$ cat src/rtl/pipe_ctrl_pkg.sv
// pipe_ctrl_pkg: shared state type and constants for the pipeline sequencer
package pipe_ctrl_pkg;
   typedef enum logic [1:0] {IDLE, RUN, MEM_WAIT, HALT} state_e;
   localparam int REG_W = 5;
   localparam int TIMEOUT_DEFAULT = 64;
endpackage

$ cat src/rtl/pipe_ctrl_mem_wait_timer.sv
// mem_wait_timer: counts consecutive frozen cycles of one memory access and flags the timeout cycle
module mem_wait_timer
   import pipe_ctrl_pkg::*;
#(
   parameter int TIMEOUT_CYCLES = TIMEOUT_DEFAULT
) (
   input  logic clk_i,
   input  logic rst_i,
   input  logic count,
   input  logic clear,
   output logic expired
);
   localparam int W = $clog2(TIMEOUT_CYCLES + 1);
   logic [W-1:0] cnt_q;
   // clear wins so every new access starts counting from zero
   always_ff @(posedge clk_i or posedge rst_i)
      if (rst_i) cnt_q <= '0;
      else if (clear) cnt_q <= '0;
      else if (count) cnt_q <= cnt_q + 1'b1;
   assign expired = count && cnt_q == W'(TIMEOUT_CYCLES - 1);
endmodule

$ cat src/rtl/pipe_ctrl.sv
// pipe_ctrl: pipeline sequencer (load-use stall, branch flush, memory wait, watchdog halt); PIPE_CTRL_PERF_EN builds the perf counters
module pipe_ctrl
   import pipe_ctrl_pkg::*;
#(
   parameter int TIMEOUT_CYCLES = TIMEOUT_DEFAULT,
   parameter int CNT_W = 32
) (
   input  logic             clk_i,
   input  logic             rst_i,
   input  logic             start_i,
   input  logic [REG_W-1:0] ex_rd_i,
   input  logic             ex_mem_read_i,
   input  logic             ex_reg_write_i,
   input  logic [REG_W-1:0] id_rs1_i,
   input  logic [REG_W-1:0] id_rs2_i,
   input  logic             branch_taken_i,
   input  logic             mem_req_i,
   input  logic             mem_ack_i,
   output logic             pc_we_o,
   output logic             ifid_we_o,
   output logic             ifid_flush_o,
   output logic             idex_bubble_o,
   output logic             pipe_we_o,
   output logic             running_o,
   output logic             err_o,
   output logic [CNT_W-1:0] stall_cnt_o,
   output logic [CNT_W-1:0] wait_cnt_o,
   output logic [CNT_W-1:0] flush_cnt_o
);
   state_e state_q, state_d;
   logic load_use, freeze, expired;
   assign running_o = state_q == RUN || state_q == MEM_WAIT;
   assign load_use = ex_mem_read_i && ex_reg_write_i && ex_rd_i != '0 &&
                     (ex_rd_i == id_rs1_i || ex_rd_i == id_rs2_i);
   assign freeze = !mem_ack_i && (state_q == MEM_WAIT || (state_q == RUN && mem_req_i));
   assign pipe_we_o = running_o && !freeze;
   assign pc_we_o = pipe_we_o && !load_use;
   assign ifid_we_o = pc_we_o;
   assign idex_bubble_o = pipe_we_o && load_use;
   assign ifid_flush_o = pc_we_o && branch_taken_i;
   assign err_o = state_q == HALT;
   mem_wait_timer #(.TIMEOUT_CYCLES(TIMEOUT_CYCLES)) u_timer (
      .clk_i   (clk_i),
      .rst_i   (rst_i),
      .count   (freeze),
      .clear   (!freeze),
      .expired (expired)
   );
   // state register; HALT is left only through reset
   always_ff @(posedge clk_i or posedge rst_i)
      if (rst_i) state_q <= IDLE;
      else state_q <= state_d;
   // next state: an ack in the timeout cycle still returns to RUN
   always_comb begin
      state_d = state_q;
      case (state_q)
         IDLE:     state_d = start_i ? RUN : IDLE;
         RUN:      state_d = mem_req_i && !mem_ack_i ? MEM_WAIT : RUN;
         MEM_WAIT: state_d = mem_ack_i ? RUN : expired ? HALT : MEM_WAIT;
         default:  state_d = HALT;
      endcase
   end
`ifdef PIPE_CTRL_PERF_EN
   // event counters advance only while the pipeline is live and wrap naturally
   always_ff @(posedge clk_i or posedge rst_i)
      if (rst_i) begin
         stall_cnt_o <= '0;
         wait_cnt_o  <= '0;
         flush_cnt_o <= '0;
      end else if (running_o) begin
         stall_cnt_o <= stall_cnt_o + CNT_W'(idex_bubble_o);
         wait_cnt_o  <= wait_cnt_o + CNT_W'(freeze);
         flush_cnt_o <= flush_cnt_o + CNT_W'(ifid_flush_o);
      end
`else
   assign stall_cnt_o = '0;
   assign wait_cnt_o  = '0;
   assign flush_cnt_o = '0;
`endif
endmodule

$ cat config.mk
export PLATFORM = sky130hd
export DESIGN_NAME = pipe_ctrl
export DESIGN_NICKNAME = d
export VERILOG_FILES = /design/src/rtl/pipe_ctrl_pkg.sv /design/src/rtl/pipe_ctrl_mem_wait_timer.sv /design/src/rtl/pipe_ctrl.sv
export SDC_FILE = /design/constraint.sdc
export NUM_CORES = 1
export LEC_CHECK = 0
export BUFFER_PORTS_ARGS = -buffer_cell sky130_fd_sc_hd__buf_2
export CORE_ASPECT_RATIO = 1.25
export CORE_MARGIN = 4
export CORE_UTILIZATION = 40
export DETAILED_ROUTE_END_ITERATION = 10
export GPL_ROUTABILITY_DRIVEN = 0
export PLACE_DENSITY = 0.9
export REMOVE_ABC_BUFFERS = 1
export SYNTH_ARGS = -nofsm -noshare
export SYNTH_HDL_FRONTEND = slang
export SYNTH_SLANG_ARGS = --single-unit
$ cat constraint.sdc
create_clock -name clk_i -period 2.8 [get_ports clk_i]
set_clock_uncertainty 0.15 [all_clocks]
set_input_delay 0.28 -clock clk_i [delete_from_list [all_inputs] [get_ports clk_i]]
set_output_delay 0.28 -clock clk_i [all_outputs]
set_load 0.005 [all_outputs]
* Yosys cells after proc, flatten, opt, wreduce, memory -nomap -nowiden
Index checks and enable logic that the tools add are counted.
** Storage, ports and cells
- Bits in registers :: 9
- Output and inout bits :: 103
** Cells by class
- Eq/ne operators :: 6
- Add/subtract/negate cells :: 1
- Reduce and logical (&&, ||, !) cells :: 19
- Muxes and demuxes :: 6
** Operator list (number)
- 1-bit logical AND :: 11
- 5-bit equality test :: 2
- 7-bit by 1-bit adder with 7-bit output (second input constant) :: 1
- 7-bit by 6-bit equality test with 1-bit output (second input constant) :: 1
- 7-bit two-way mux :: 1
- 2-bit one-hot mux with 3 select lines :: 1
- 5-bit nonzero test :: 1
- 2-bit equality test (second input constant) :: 2
- 2-bit two-way mux :: 2
- 1-bit zero test :: 3
- 1-bit logical OR :: 3
- 2-bit by 1-bit equality test with 1-bit output (second input constant) :: 1
- 2-bit zero test :: 1
- 1-bit two-way mux :: 2

* Depth between registers and ports, before layout
- Depth in word-level cells :: 8
- Depth in mapped cells :: 8
- Depth with buffers taken out :: 6

* Hierarchy
From an unflattened synthesis, not the netlist that was laid out.
** Second synthesis, totals
- Cell total of the unflattened synthesis :: 171
- Area, all modules :: 1366.3 µm²
** Modules (own cells, without submodules)
- pipe_ctrl :: area an instance 1051.0 µm², times used 1, cells each 140
- mem_wait_timer :: area an instance 315.3 µm², times used 1, cells each 31

* Worst setup path before layout
Ideal clock, no wire load.
- Path kind :: reg-to-output
- From :: register state_q[0]
- To :: output port pc_we_o
- Stages on the path, launching flop included :: 9
- Buffers on the path :: 2
- Arrival time :: 1.360 ns
- Path slack :: 1.010 ns
- Cells stage by stage :: dfrtp_1 inv_1 ha_1 a21oi_1 or2_2 buf_2 nand2_1 a21oi_1 buf_4
** On the way
- Word-level cells in the longest chain between the ends :: 7
- Elaborated cells on any way between the ends :: 9
- Classes of those cells :: eq/ne: 2; reduce/logical: 7
** Ends and longest elaborated chain
- from (decl) :: line pipe_ctrl.sv:30 : state_e state_q, state_d;
- from (signal assigned) :: line pipe_ctrl.sv:52 : else state_q <= state_d;
- 2-bit by 1-bit equality test with 1-bit output :: line pipe_ctrl.sv:32, pipe_ctrl.sv:35
- 1-bit logical AND :: line pipe_ctrl.sv:35 : assign freeze = !mem_ack_i && (state_q == MEM_WAIT || (state_q == RUN && mem_req_i));
- 1-bit logical OR :: line pipe_ctrl.sv:35
- 1-bit logical AND :: line pipe_ctrl.sv:35
- 1-bit zero test
- 1-bit logical AND (*) :: line pipe_ctrl.sv:36 : assign pipe_we_o = running_o && !freeze;
- 1-bit logical AND (*) :: line pipe_ctrl.sv:37 : assign pc_we_o = pipe_we_o && !load_use;
- to (decl) :: line pipe_ctrl.sv:19 : output logic pc_we_o,
Every way passes the cells marked *; elsewhere a longest branch is shown, timed or not.

* Final worst setup path
- From :: register state_q[1]
- To :: output port idex_bubble_o
** On the way
- Word-level cells in the longest chain between the ends :: 7
- Elaborated cells on any way between the ends :: 9
- Classes of those cells :: eq/ne: 2; reduce/logical: 7
** Ends and longest elaborated chain
- 2-bit by 1-bit equality test with 1-bit output :: line pipe_ctrl.sv:32, pipe_ctrl.sv:35
- 1-bit logical AND :: line pipe_ctrl.sv:35
- 1-bit logical OR :: line pipe_ctrl.sv:35
- 1-bit logical AND :: line pipe_ctrl.sv:35
- 1-bit zero test
- 1-bit logical AND (*) :: line pipe_ctrl.sv:36
- 1-bit logical AND (*) :: line pipe_ctrl.sv:39 : assign idex_bubble_o = pipe_we_o && load_use;
- to (decl) :: line pipe_ctrl.sv:22 : output logic idex_bubble_o,
Marked as above.

==> results.py <==
metrics = {
    "yosys": {
        "synthAdderAreaFrac_pct": 4.66,
        "syn_area_um2": 1340,
        "async_flop_share_pct": 100,
        "synth_edf_count": 0,
        "synthCells": 168,
        "netlist.area_leader.share_pct": 54.2,
        "synth.mux.area_fraction_pct": 0,
        "syn_avg_cell_area_um2": 8.00,
        "ys_seq_area_share_pct": 16.8,
        "synth-compound-area-share_pct": 4.75,
        "yosysMostFrequentCell": "buf_4",
        "synth_top_family_by_area": "buffers and inverters",
        "yosys_warnings": 0,
        "synth.area.top_cells": "buf_4 (54%), dfrtp_1 (17%), xnor2_1 (7.2%), ha_1 (4.7%), nand3_1 (2.6%)",
        "synth_common_cells": "buf_4 (97), xnor2_1 (11), dfrtp_1 (9)",
        "ys_types": 21,
        "synth-seq-cells": 9,
        "synthFlopType": "dfrtp_1",
        "synth-simple-area-share_pct": 8.85,
        "synth-xor-area-share_pct": 8.47,
        "synth.largest_area_cell": "buf_4",
    },
    "critical_path": {
        "rrSetupSlack_ps": 1370,
        "reg2reg_depth": 5,
        "crit_buf_inv": 2,
        "arrival_ps": 1720,
        "crit_slowest_cell": "dfrtp_1",
        "r2r_start": "state_q[1]",
        "worstSetupPathType": "reg2out",
        "endpoint_kind": "primary output",
        "path_max_fanout": 10,
        "start_kind": "register",
        "crit_family": "simple AND/OR/NAND/NOR gates",
        "critPathRequiredTime_ps": 2370,
        "reg2reg_to": "u_timer.cnt_q[5]",
        "crit_chain": "inv_1, ha_1, a21oi_1, or2_2, nand2_1, and3b_1, buf_2",
        "crit_path_max_incr_delay_ps": 390,
    },
    "finish": {
        "multi_input_area_um2": 719,
        "drive_gt1_share_pct": 16.6,
        "seq_area_um2": 225,
        "area_delta_synth_final_pct": -9.68,
        "num_antenna_cells": 0,
        "nNetsFinal": 228,
        "finish.utilization_pct": 37.7,
        "fillerInstances": 336,
    },
    "timing": {
        "finalSetupViolCount": 0,
        "finalSetupTns_ps": 0,
        "hold_viol_final": 0,
        "clock.fmax_mhz": 466,
        "fin_crit_ps": 2150,
        "hold_ws_ps": 162,
        "final-max-slew-violation-count": 0,
        "rsz0062_at_grt": "false",
        "timing.final.crit_share_pct": 76.7,
    },
    "power": {
        "irDropWorstVdd_v": 0.000278,
        "p_leak_nw": 0.730,
        "power_density_nw_per_um2": 483,
    },
    "routing": {
        "dr.pass1.iters": 2,
        "wl_per_cell_um": 8.67,
        "viasPerCell": 3.51,
        "ant_nets": 0,
        "drc": 0,
        "drt_iter0_markers": 9,
        "vias": 829,
        "drt-total-wl_mm": 2.05,
    },
    "status": {
        "status": "complete, no violations",
    },
    "clocking": {
        "cts_root_buffer": "clkbuf_8",
        "clk_pin_slew_ps": 50,
        "post_cts.repair.setup_buffers": 0,
        "ctsHoldBuffers": 1,
        "h-tree-depth": 1,
        "cts_buffers": 3,
        "clk_latency_ps": 230,
        "cts_tree": "done",
        "cts_buffer_depth": 2,
        "post_cts_resized": 0,
        "clock_sinks": 9,
    },
    "floorplanning": {
        "die_y_um": 72.8,
        "die_x_um": 59.8,
        "start_util_pct": 41.7,
        "core_area_um2": 3220,
        "die_area_um2": 4360,
        "io_pins": 126,
        "row_count": 23,
    },
    "grt": {
        "grt_first_pass_wirelength_mm": 2.66,
        "grt_max_degree": 11,
        "grt.total_usage_pct": 7.99,
        "antenna_found_initial": 0,
        "grt_pass1_vias": 656,
        "grt_remaining_overflow": 0,
    },
    "placed_design": {
        "dp_hpwl_mm": 1.89,
        "port_buffers": 29,
    },
    "min_path": {
        "hold_depth": 3,
        "min_path_type": "in2reg",
        "hold_path_end": "state_q[0]",
        "hold_path_startpoint": "start_i",
    },
    "job": {
        "cap_viol_max_count": 0,
    },
}
## how the worst max path moves through the flow
stage,start,endpoint,slack (ps),cells after the start
2_1_floorplan,state_q[1],idex_bubble_o,1100,6
3_3_place_gp,state_q[0],idex_bubble_o,950,7
3_5_place_dp,state_q[1],idex_bubble_o,880,7
4_1_cts,state_q[1],idex_bubble_o,630,7
5_1_grt,state_q[1],idex_bubble_o,540,7
6_report,state_q[1],idex_bubble_o,650,7
## flip-flops by register name (all words and copies together) (netlist names)
register and cells:
state_q 2, u_timer.cnt_q 7
## per-layer routing
layer / vias up / share of wire [%] / global-route usage [%]
met5: - / 0 / 0
met4: 0 / 1.5 / 5.17
met3: 2 / 19 / 1.42
met2: 73 / 53 / 15.4
met1: 359 / 26 / 7.26
li1: 395 / - / -
## cell families after synthesis
| kind of cell | after synthesis |
|---|---|
| xor gates and xnor gates | 13 |
| AOI/OAI and AO/OA | 11 |
| buffers and inverters | 104 |
| and+or+nand+nor | 25 |
| adders and majority gates | 5 |
| other | 1 |
| DFF | 9 |
## metrics by stage
stage / total power [W] / cells / cell area [um^2] / worst slack, ps
detailed placement: 0.000442 / 231 / 1160 / 884
global route: 0.000642 / 236 / 1210 / 544
floorplan: 0.000332 / 165 / 967 / 1100
global placement: 0.000430 / 231 / 1160 / 951
CTS: 0.000592 / 236 / 1210 / 633
finish: 0.000586 / 236 / 1210 / 654
## cell usage in the layout (no fill, tap or decap)
cell           instances
dlygate4sd3_1          1
buf_2                 29
o21a_1                 1
conb_1                96
nand3_1                7
clkbuf_1               1
o311a_1                1
o22ai_1                1
nor3_1                 1
dfrtp_1                9
or3_1                  2
or2_2                  1
and3b_1                1
o21ai_0                3
nor2_1                 7
nand2b_1               1
a21oi_1                5
clkbuf_8               3
inv_1                  6
nand2_1                5
xnor2_1               11
ha_1                   5
xor2_1                 2
## tightest hold or removal path: cells and delay by family
family | cells | cell delay (ps)
and+or+nand+nor | 1 | 90
buffers and inverters | 1 | 80
AOI/OAI and AO/OA | 1 | 60
## area by class of cell
class	count	area share (%)
Inverter	6	1.86
Sequential cell	9	18.6
Timing Repair Buffer	30	12.8
Clock buffer	4	3.71
Tap cell	37	3.81
Multi-Input combinational cell	150	59.3
## where the power goes
part	internal [W]	total, W	switching (W)
combinational	0.000116	0.000275	0.000159
clock	0.0000987	0.000144	0.0000456
sequential	0.000150	0.000167	0.0000173
No activity file was read; power rests on OpenSTA's default activity.
